### config.mk
export PLATFORM = sky130hd
export DESIGN_NAME = lcd_spi3w_slave
export DESIGN_NICKNAME = d
export VERILOG_FILES = /design/src/rtl/lcd_spi3w_pkg.sv /design/src/rtl/lcd_spi3w_sync.sv /design/src/rtl/lcd_spi3w_slave.sv
export SDC_FILE = /design/constraint.sdc
export NUM_CORES = 1
export LEC_CHECK = 0
export ABC_AREA = 1
export CAP_MARGIN = 30
export CORE_ASPECT_RATIO = 0.7
export CORE_MARGIN = 5
export CORE_UTILIZATION = 39
export CTS_CLUSTER_SIZE = 28
export DETAILED_ROUTE_END_ITERATION = 12
export GPL_ROUTABILITY_DRIVEN = 0
export PLACE_DENSITY_LB_ADDON = 0.3
export SKIP_LAST_GASP = 1
export SLEW_MARGIN = 20
export SYNTH_ARGS = -nofsm -noshare
export SYNTH_HDL_FRONTEND = slang
export SYNTH_SLANG_ARGS = --single-unit
### constraint.sdc
create_clock -name sys_clk -period 14.96 [get_ports sys_clk]
set_clock_uncertainty 0.05 [all_clocks]
set_input_delay 1.496 -clock sys_clk [delete_from_list [all_inputs] [get_ports sys_clk]]
set_output_delay 1.496 -clock sys_clk [all_outputs]
set_load 0.02 [all_outputs]
### src/rtl/lcd_spi3w_pkg.sv
// Shared constants, state encoding and frame-field helpers for the LCD 3-wire serial slave.
package lcd_spi3w_pkg;

  localparam int FRAME_BITS    = 16;
  localparam int ADDR_BITS_CNT = 8;
  localparam int POS_A6        = 15;
  localparam int POS_RW        = 14;

  localparam logic [6:0] REG_BACKLIGHT = 7'h05;

  typedef enum logic [2:0] {
    IDLE = 3'd0,
    ADDR = 3'd1,
    DATA = 3'd2,
    DONE = 3'd3,
    ERR  = 3'd4
  } state_e;

  // Address bits sit at A6 and A5..A0 around the RW bit of the header byte.
  function automatic logic [6:0] frame_addr(input logic [15:0] frame);
    return {frame[POS_A6], frame[POS_RW-1:ADDR_BITS_CNT]};
  endfunction

  function automatic logic addr_in_range(input logic [6:0] addr, input int unsigned num_regs);
    return ({25'd0, addr} < num_regs);
  endfunction

endpackage

### src/rtl/lcd_spi3w_sync.sv
// Multi-flop synchronizer with rise/fall detection on the synchronized level.
module lcd_spi3w_sync #(
  parameter int   STAGES   = 2,
  parameter logic IDLE_LVL = 1'b0
) (
  input  logic clk_i,
  input  logic rst_i,
  input  logic d_i,
  output logic q_o,
  output logic rise_o,
  output logic fall_o
);

  logic [STAGES-1:0] sync_q;
  logic              prev_q;

  // Synchronizer chain plus one extra flop holding the previous synchronized level
  always_ff @(posedge clk_i or posedge rst_i) begin
    if (rst_i) begin
      sync_q <= {STAGES{IDLE_LVL}};
      prev_q <= IDLE_LVL;
    end else begin
      sync_q <= (sync_q << 1) | STAGES'(d_i);
      prev_q <= sync_q[STAGES-1];
    end
  end

  assign q_o    = sync_q[STAGES-1];
  assign rise_o = sync_q[STAGES-1] & ~prev_q;
  assign fall_o = ~sync_q[STAGES-1] & prev_q;

endmodule

### src/rtl/lcd_spi3w_slave.sv
// LCD 3-wire serial command slave: oversamples SPENB/SPCLK/SPDA in sys_clk, decodes
// 16-bit frames, commits writes into an inline register file and returns read data.
module lcd_spi3w_slave
  import lcd_spi3w_pkg::*;
#(
  parameter int         SYNC_STAGES = 2,
  parameter int         NUM_REGS    = 16,
  parameter logic [7:0] REG_RESET   = 8'h00
) (
  input  logic       sys_clk,
  input  logic       rst,
  input  logic       spclk,
  input  logic       spenb,
  input  logic       spda_in,
  output logic       spda_out,
  output logic       spda_oe,
  output logic       cmd_valid,
  output logic       cmd_rw,
  output logic [6:0] cmd_addr,
  output logic [7:0] cmd_data,
  output logic       frame_err,
  output logic       overrun,
  input  logic [6:0] rd_addr,
  output logic [7:0] rd_data
);

  localparam int          IDX_W   = (NUM_REGS > 1) ? $clog2(NUM_REGS) : 1;
  localparam logic [3:0]  ARM_CNT = 4'(SYNC_STAGES + 1);

  logic spclk_rise_s, spclk_fall_s;
  logic spenb_s, spenb_rise_s, spenb_fall_s;
  logic spda_s;
  logic clk_rise_s, clk_fall_s;

  state_e      state_q, state_d;
  logic [4:0]  cnt_q, cnt_d, cnt_inc_s;
  logic [15:0] shift_q, shift_d, shift_nxt_s;
  logic        rw_q, rw_d;
  logic [7:0]  rdbuf_q, rdbuf_d;
  logic [7:0]  rdval_q, rdval_d;
  logic        oe_q, oe_d;
  logic        out_q, out_d;
  logic        valid_q, valid_d;
  logic        crw_q, crw_d;
  logic [6:0]  caddr_q, caddr_d;
  logic [7:0]  cdata_q, cdata_d;
  logic        ferr_q, ferr_d;
  logic        ovr_q, ovr_d;
  logic [3:0]  arm_q, arm_d;
  logic        armed_s;

  logic [7:0]  regs_q [NUM_REGS];
  logic        we_s;
  logic [6:0]  waddr_s;
  logic [7:0]  wdata_s;
  logic [6:0]  hdr_addr_s;
  logic [7:0]  hdr_data_s;
  logic [6:0]  frm_addr_s;

  lcd_spi3w_sync #(.STAGES(SYNC_STAGES), .IDLE_LVL(1'b0)) u_sync_spclk (
    .clk_i (sys_clk),
    .rst_i (rst),
    .d_i   (spclk),
    .q_o   (),
    .rise_o(spclk_rise_s),
    .fall_o(spclk_fall_s)
  );

  lcd_spi3w_sync #(.STAGES(SYNC_STAGES), .IDLE_LVL(1'b1)) u_sync_spenb (
    .clk_i (sys_clk),
    .rst_i (rst),
    .d_i   (spenb),
    .q_o   (spenb_s),
    .rise_o(spenb_rise_s),
    .fall_o(spenb_fall_s)
  );

  lcd_spi3w_sync #(.STAGES(SYNC_STAGES), .IDLE_LVL(1'b0)) u_sync_spda (
    .clk_i (sys_clk),
    .rst_i (rst),
    .d_i   (spda_in),
    .q_o   (spda_s),
    .rise_o(),
    .fall_o()
  );

  assign clk_rise_s  = spclk_rise_s & ~spenb_s;
  assign clk_fall_s  = spclk_fall_s & ~spenb_s;
  assign cnt_inc_s   = cnt_q + 5'd1;
  assign shift_nxt_s = {shift_q[FRAME_BITS-2:0], spda_s};

  // Until the reset-loaded idle levels have flushed through the synchronizers, a low
  // spenb left over from an interrupted frame must not look like a fresh frame start.
  assign armed_s = (arm_q >= ARM_CNT);
  assign arm_d   = armed_s ? arm_q : (arm_q + 4'd1);

  assign hdr_addr_s = frame_addr({shift_nxt_s[7:0], 8'h00});
  assign hdr_data_s = addr_in_range(hdr_addr_s, NUM_REGS) ? regs_q[hdr_addr_s[IDX_W-1:0]] : 8'h00;
  assign frm_addr_s = frame_addr(shift_q);
  assign rd_data    = addr_in_range(rd_addr, NUM_REGS) ? regs_q[rd_addr[IDX_W-1:0]] : 8'h00;

  // Next-state, frame decode and commit logic
  always_comb begin
    state_d = state_q;
    cnt_d   = cnt_q;
    shift_d = shift_q;
    rw_d    = rw_q;
    rdbuf_d = rdbuf_q;
    rdval_d = rdval_q;
    oe_d    = oe_q;
    out_d   = out_q;
    valid_d = 1'b0;
    crw_d   = crw_q;
    caddr_d = caddr_q;
    cdata_d = cdata_q;
    ferr_d  = 1'b0;
    ovr_d   = 1'b0;
    we_s    = 1'b0;
    waddr_s = frm_addr_s;
    wdata_s = shift_q[7:0];

    case (state_q)
      IDLE: begin
        if (spenb_fall_s && armed_s) begin
          cnt_d   = 5'd0;
          shift_d = 16'h0000;
          state_d = ADDR;
        end else begin
          state_d = IDLE;
        end
      end

      ADDR, DATA: begin
        if (spenb_rise_s) begin
          ferr_d  = 1'b1;
          oe_d    = 1'b0;
          out_d   = 1'b0;
          state_d = IDLE;
        end else if (clk_rise_s) begin
          shift_d = shift_nxt_s;
          cnt_d   = cnt_inc_s;
          if (state_q == ADDR && cnt_inc_s == 5'(ADDR_BITS_CNT)) begin
            rw_d    = shift_nxt_s[POS_RW-ADDR_BITS_CNT];
            rdbuf_d = hdr_data_s;
            rdval_d = hdr_data_s;
            state_d = DATA;
          end else if (state_q == DATA && cnt_inc_s == 5'(FRAME_BITS)) begin
            state_d = DONE;
          end else begin
            state_d = state_q;
          end
        end else if (state_q == DATA && clk_fall_s && rw_q) begin
          // Read data leaves MSB first, one bit per falling edge
          oe_d    = 1'b1;
          out_d   = rdbuf_q[7];
          rdbuf_d = {rdbuf_q[6:0], 1'b0};
        end else begin
          state_d = state_q;
        end
      end

      DONE: begin
        if (spenb_rise_s) begin
          valid_d = 1'b1;
          caddr_d = frm_addr_s;
          crw_d   = shift_q[POS_RW];
          cdata_d = shift_q[POS_RW] ? rdval_q : shift_q[7:0];
          we_s    = ~shift_q[POS_RW] & addr_in_range(frm_addr_s, NUM_REGS);
          oe_d    = 1'b0;
          out_d   = 1'b0;
          state_d = IDLE;
        end else if (clk_rise_s) begin
          state_d = ERR;
        end else begin
          state_d = DONE;
        end
      end

      ERR: begin
        if (spenb_rise_s) begin
          ovr_d   = 1'b1;
          oe_d    = 1'b0;
          out_d   = 1'b0;
          state_d = IDLE;
        end else begin
          state_d = ERR;
        end
      end

      default: begin
        oe_d    = 1'b0;
        out_d   = 1'b0;
        state_d = IDLE;
      end
    endcase
  end

  // Frame state, datapath and output registers
  always_ff @(posedge sys_clk or posedge rst) begin
    if (rst) begin
      state_q <= IDLE;
      cnt_q   <= 5'd0;
      shift_q <= 16'h0000;
      rw_q    <= 1'b0;
      rdbuf_q <= 8'h00;
      rdval_q <= 8'h00;
      oe_q    <= 1'b0;
      out_q   <= 1'b0;
      valid_q <= 1'b0;
      crw_q   <= 1'b0;
      caddr_q <= 7'h00;
      cdata_q <= 8'h00;
      ferr_q  <= 1'b0;
      ovr_q   <= 1'b0;
      arm_q   <= 4'd0;
    end else begin
      state_q <= state_d;
      cnt_q   <= cnt_d;
      shift_q <= shift_d;
      rw_q    <= rw_d;
      rdbuf_q <= rdbuf_d;
      rdval_q <= rdval_d;
      oe_q    <= oe_d;
      out_q   <= out_d;
      valid_q <= valid_d;
      crw_q   <= crw_d;
      caddr_q <= caddr_d;
      cdata_q <= cdata_d;
      ferr_q  <= ferr_d;
      ovr_q   <= ovr_d;
      arm_q   <= arm_d;
    end
  end

  // Register file, written only on a committed in-range write frame
  always_ff @(posedge sys_clk or posedge rst) begin
    if (rst) begin
      for (int i = 0; i < NUM_REGS; i++) begin
        regs_q[i] <= REG_RESET;
      end
    end else if (we_s) begin
      regs_q[waddr_s[IDX_W-1:0]] <= wdata_s;
    end
  end

  assign spda_out  = out_q;
  assign spda_oe   = oe_q;
  assign cmd_valid = valid_q;
  assign cmd_rw    = crw_q;
  assign cmd_addr  = caddr_q;
  assign cmd_data  = cdata_q;
  assign frame_err = ferr_q;
  assign overrun   = ovr_q;

endmodule

==> results by group <==
Run status
  • Outcome: completed

Logic synthesis
  • Mux cell area share after synthesis: 0%
  • Post-synthesis cell count: ~1,400
  • Largest family of logic cells by synthesized area: simple AND/OR/NAND/NOR gates
  • Ys flop type: dfrtp_1
  • Post-synth EDFFs: 0
  • Post-Synth XOR/XNOR Area: less than 1%
  • Synth Net Count: between 1,000 and 1,500
  • Synth Area in Adders: less than 1%
  • Post-Synth Simple-Gate Area: a little over a quarter
  • Yosys reg bits: a little over 200
  • Async set or reset register ratio after synthesis: 100%
  • Ys Warns: 0
  • Part of the Yosys area used for sequential elements: 48.3%
  • Netlist Area Pre-Place: 10,500 um2
  • Synth unique cells: 34
  • Avg Cell Area, Syn: approximately 7.5 um2
  • Compound-cell area share of the yosys netlist: about 16%

STA
  • Setup violations, final: 0
  • Pins Over Slew Limit: 0
  • Fin Setup TNS: 0 ns
  • Fin. Hold Viols: 0
  • Min Tclk post-route: approximately 5.9 ns
  • RSZ-0062 raised after global routing: false
  • Slew @ Worst Pin: between 0.9 and 1 ns
  • Fin crit share: between 30% and 40%
  • Slew headroom: between 30% and 40%
  • FMAX: 0.170 GHz

Detailed routing
  • ANT nets after route: 0
  • Detailed Routing Iterations Pass 1: 6
  • Drc violations: 0
  • Number of DRC markers in iteration 0: around 1,100
  • Final wirelength: about 32,000 um
  • WL per Instance: between 15 and 20 um
  • DR vias/cell: about 5.4
  • Vias post-DR: about 9,500

Floorplanning
  • Die area: around 30,000 um2
  • Initial core utilization: 39.4%
  • Die height: between 100 and 150 um
  • Die width: around 200 um
  • Core footprint: 26,600 um2
  • I/O pin count: a little over 40
  • FP Rows: 50

Pwr
  • Power Density: 124 nW/um2
  • Leakage: 5.17 nW
  • Tot Pwr: 0.00147 W
  • VDD IR-drop max: 0.0729 mV

Clocking
  • Clk buf depth: 3
  • Post_cts resized: 0
  • Clock-pin transition on the worst setup and hold timing paths: 0.05 ns
  • Clk sinks: 202
  • Clk_lat worst skew: between 0.5 and 0.6 ns
  • TritonCTS Buffers: 22
  • Hold Buf Count CTS: 0
  • TritonCTS clock tree: done
  • Post CTS Setup Buffer Count: 0
  • H-tree levels: 1
  • CTS root buffer: clkbuf_16

Cells and area
  • NumNets Final: about 1,400
  • Antenna Cells: 0
  • Share of cells above drive strength 1: roughly 6.1%
  • Synth-to-layout area growth: 13.0%

Setup path
  • R2R setup slack: ~12 ns
  • CP Cell Sequence: clkdlybuf4s50_1, buf_4, inv_1, a21oi_1, o21ai_0, nand3_1, nand3_1, a21oi_1, clkdlybuf4s50_1
  • Crit path max fanout: 36
  • Worst Reg-to-Reg Cells: 9
  • Critical path class: input port to output pin
  • Worst Setup Start Kind: input port
  • Launch point of the worst path: rd_addr[1]
  • Worst EP arrival: roughly 4.3 ns
  • Crit Reg-Reg Endpoint: rdbuf_q[6]
  • CP endpoint kind: output pin
  • Buffers & Inverters on Critical Path: 4
  • Crit-path max cell delay: between 0.6 and 0.7 ns
  • CP delay by family, top: buffers and inverters
  • Crit path depth: 9
  • Worst endpoint required time: approximately 13 ns
  • CP max-delay cell: clkdlybuf4s50_1
  • RR Startpoint: cnt_q[0]
  • Setup crit end: rd_data[4]

Global routing
  • Global route overflow: 0
  • Initial antenna violation count: 0
  • Vias in the first global route: ~8,500
  • GRT Overall Usage: between 20 and 25%
  • Largest net degree at the start of global routing: roughly 130
  • Global-route wire length before repair: 50,100 um

Placement
  • Port Buffer Count: 40
  • Detailed Place HPWL: around 21,000 um

Min path
  • Hold Crit Class: flip-flop to flip-flop

Run
  • MaxCap Viol Count: 0
[worst min-delay path by stage]
stage / from / end / slack (ns) / cells past startpoint
after detailed placement: u_sync_spclk.sync_q[0] / u_sync_spclk.sync_q[1] / 0.29 / 0
after CTS: u_sync_spclk.sync_q[0] / u_sync_spclk.sync_q[1] / 0.30 / 0
final: u_sync_spclk.sync_q[0] / u_sync_spclk.sync_q[1] / 0.30 / 0
after global placement: u_sync_spda.sync_q[0] / u_sync_spda.sync_q[1] / 0.28 / 0
after floorplan: u_sync_spclk.sync_q[0] / u_sync_spclk.sync_q[1] / 0.28 / 0
after global routing: u_sync_spenb.sync_q[0] / u_sync_spenb.sync_q[1] / 0.31 / 0
[stage by stage]
stage | setup slack (ns) | hold slack (ns) | cells | area [um2] | utilization [%]
finish | 9.08 | 0.298 | 1764 | 11800 | 44.5
CTS | 9.17 | 0.299 | 1761 | 11800 | 44.3
floorplan | 7.91 | 0.281 | 1398 | 10500 | -
detailed placement | 9.17 | 0.287 | 1724 | 11000 | 41.5
global route | 8.94 | 0.309 | 1764 | 11800 | 44.5
global placement | 9.21 | 0.282 | 1723 | 11000 | 41.4
[final cells by class]
type                            count  area (um2)
Inverter                          152         581
Tap cell                          364         455
Timing Repair Buffer               55         556
Sequential cell                   202        5060
Fill cell                        2635       14800
Clock inverter                      2        35.0
Multi-Input combinational cell    954        4450
Clock buffer                       35         691
[cell usage after synthesis (8+ instances only)]
cell type | number | share of area [%]
a21oi_1 | 71 | 3.4
a31oi_1 | 8 | 0.48
buf_1 | 9 | 0.32
buf_2 | 16 | 0.77
clkbuf_1 | 61 | 2.2
dfrtp_1 | 199 | 48
inv_1 | 143 | 5.1
nand2_1 | 371 | 13
nand3_1 | 152 | 7.3
nor2_1 | 72 | 2.6
o21ai_0 | 86 | 4.1
o21ai_1 | 129 | 6.2
o22ai_1 | 17 | 1.0
or2_2 | 8 | 0.48
[metal layers]
layer / part of all wire, % / GRT usage, % / vias up / routed length [um]
met5: 0 / 0 / - / 0
met4: 1.8 / 4.75 / 0 / 560
met3: 11 / 4.44 / 41 / 3450
met2: 40 / 27.9 / 418 / 12800
met1: 47 / 33.7 / 4514 / 14900
li1: - / - / 4520 / -
[cell usage in the layout (no fill, tap or decap), types with 7 or more instances in the layout]
master,synthesis,layout
nand2_2,7,7
dfrtp_1,199,198
buf_4,0,12
o21ai_0,86,86
clkdlybuf4s50_1,0,39
a31oi_1,8,8
nand3_1,152,152
nor2_1,72,72
nand2_1,371,371
o21ai_1,129,129
or2_2,8,8
a21oi_1,71,71
o22ai_1,17,17
inv_1,143,142
clkbuf_8,0,7
clkbuf_16,0,23
[where the power goes]
group          total, W  leakage [nW]  internal (W)  switching, W
registers      0.000592          2.77      0.000570     0.0000214
clock network  0.000548         0.358      0.000331      0.000217
logic          0.000327          2.05     0.0000970      0.000230
total           0.00147          5.17      0.000998      0.000468
[sequential cells by signal, summed over array words and instances, names as in the netlist, 2 cells and up]
register and count:
u_sync_spda.sync_q 2, regs_q 128, cmd_data 8, cmd_addr 7
state_q 3, shift_q 16, u_sync_spclk.sync_q 2, cnt_q 5
rdval_q 8, u_sync_spenb.sync_q 2, arm_q 4, rdbuf_q 8
[kinds of logic (layout without fill, tap and decap cells)]
| logic type | Yosys count | in the layout |
|---|---|---|
| DFF | 202 | 202 |
| AOI/OAI and AO/OA | 318 | 318 |
| and+or+nand+nor | 631 | 631 |
| buffers and inverters | 242 | 244 |
| xor gates and xnor gates | 2 | 2 |
| adders and majority gates | 3 | 3 |
Note: power is estimated with default switching activity, not from simulation.
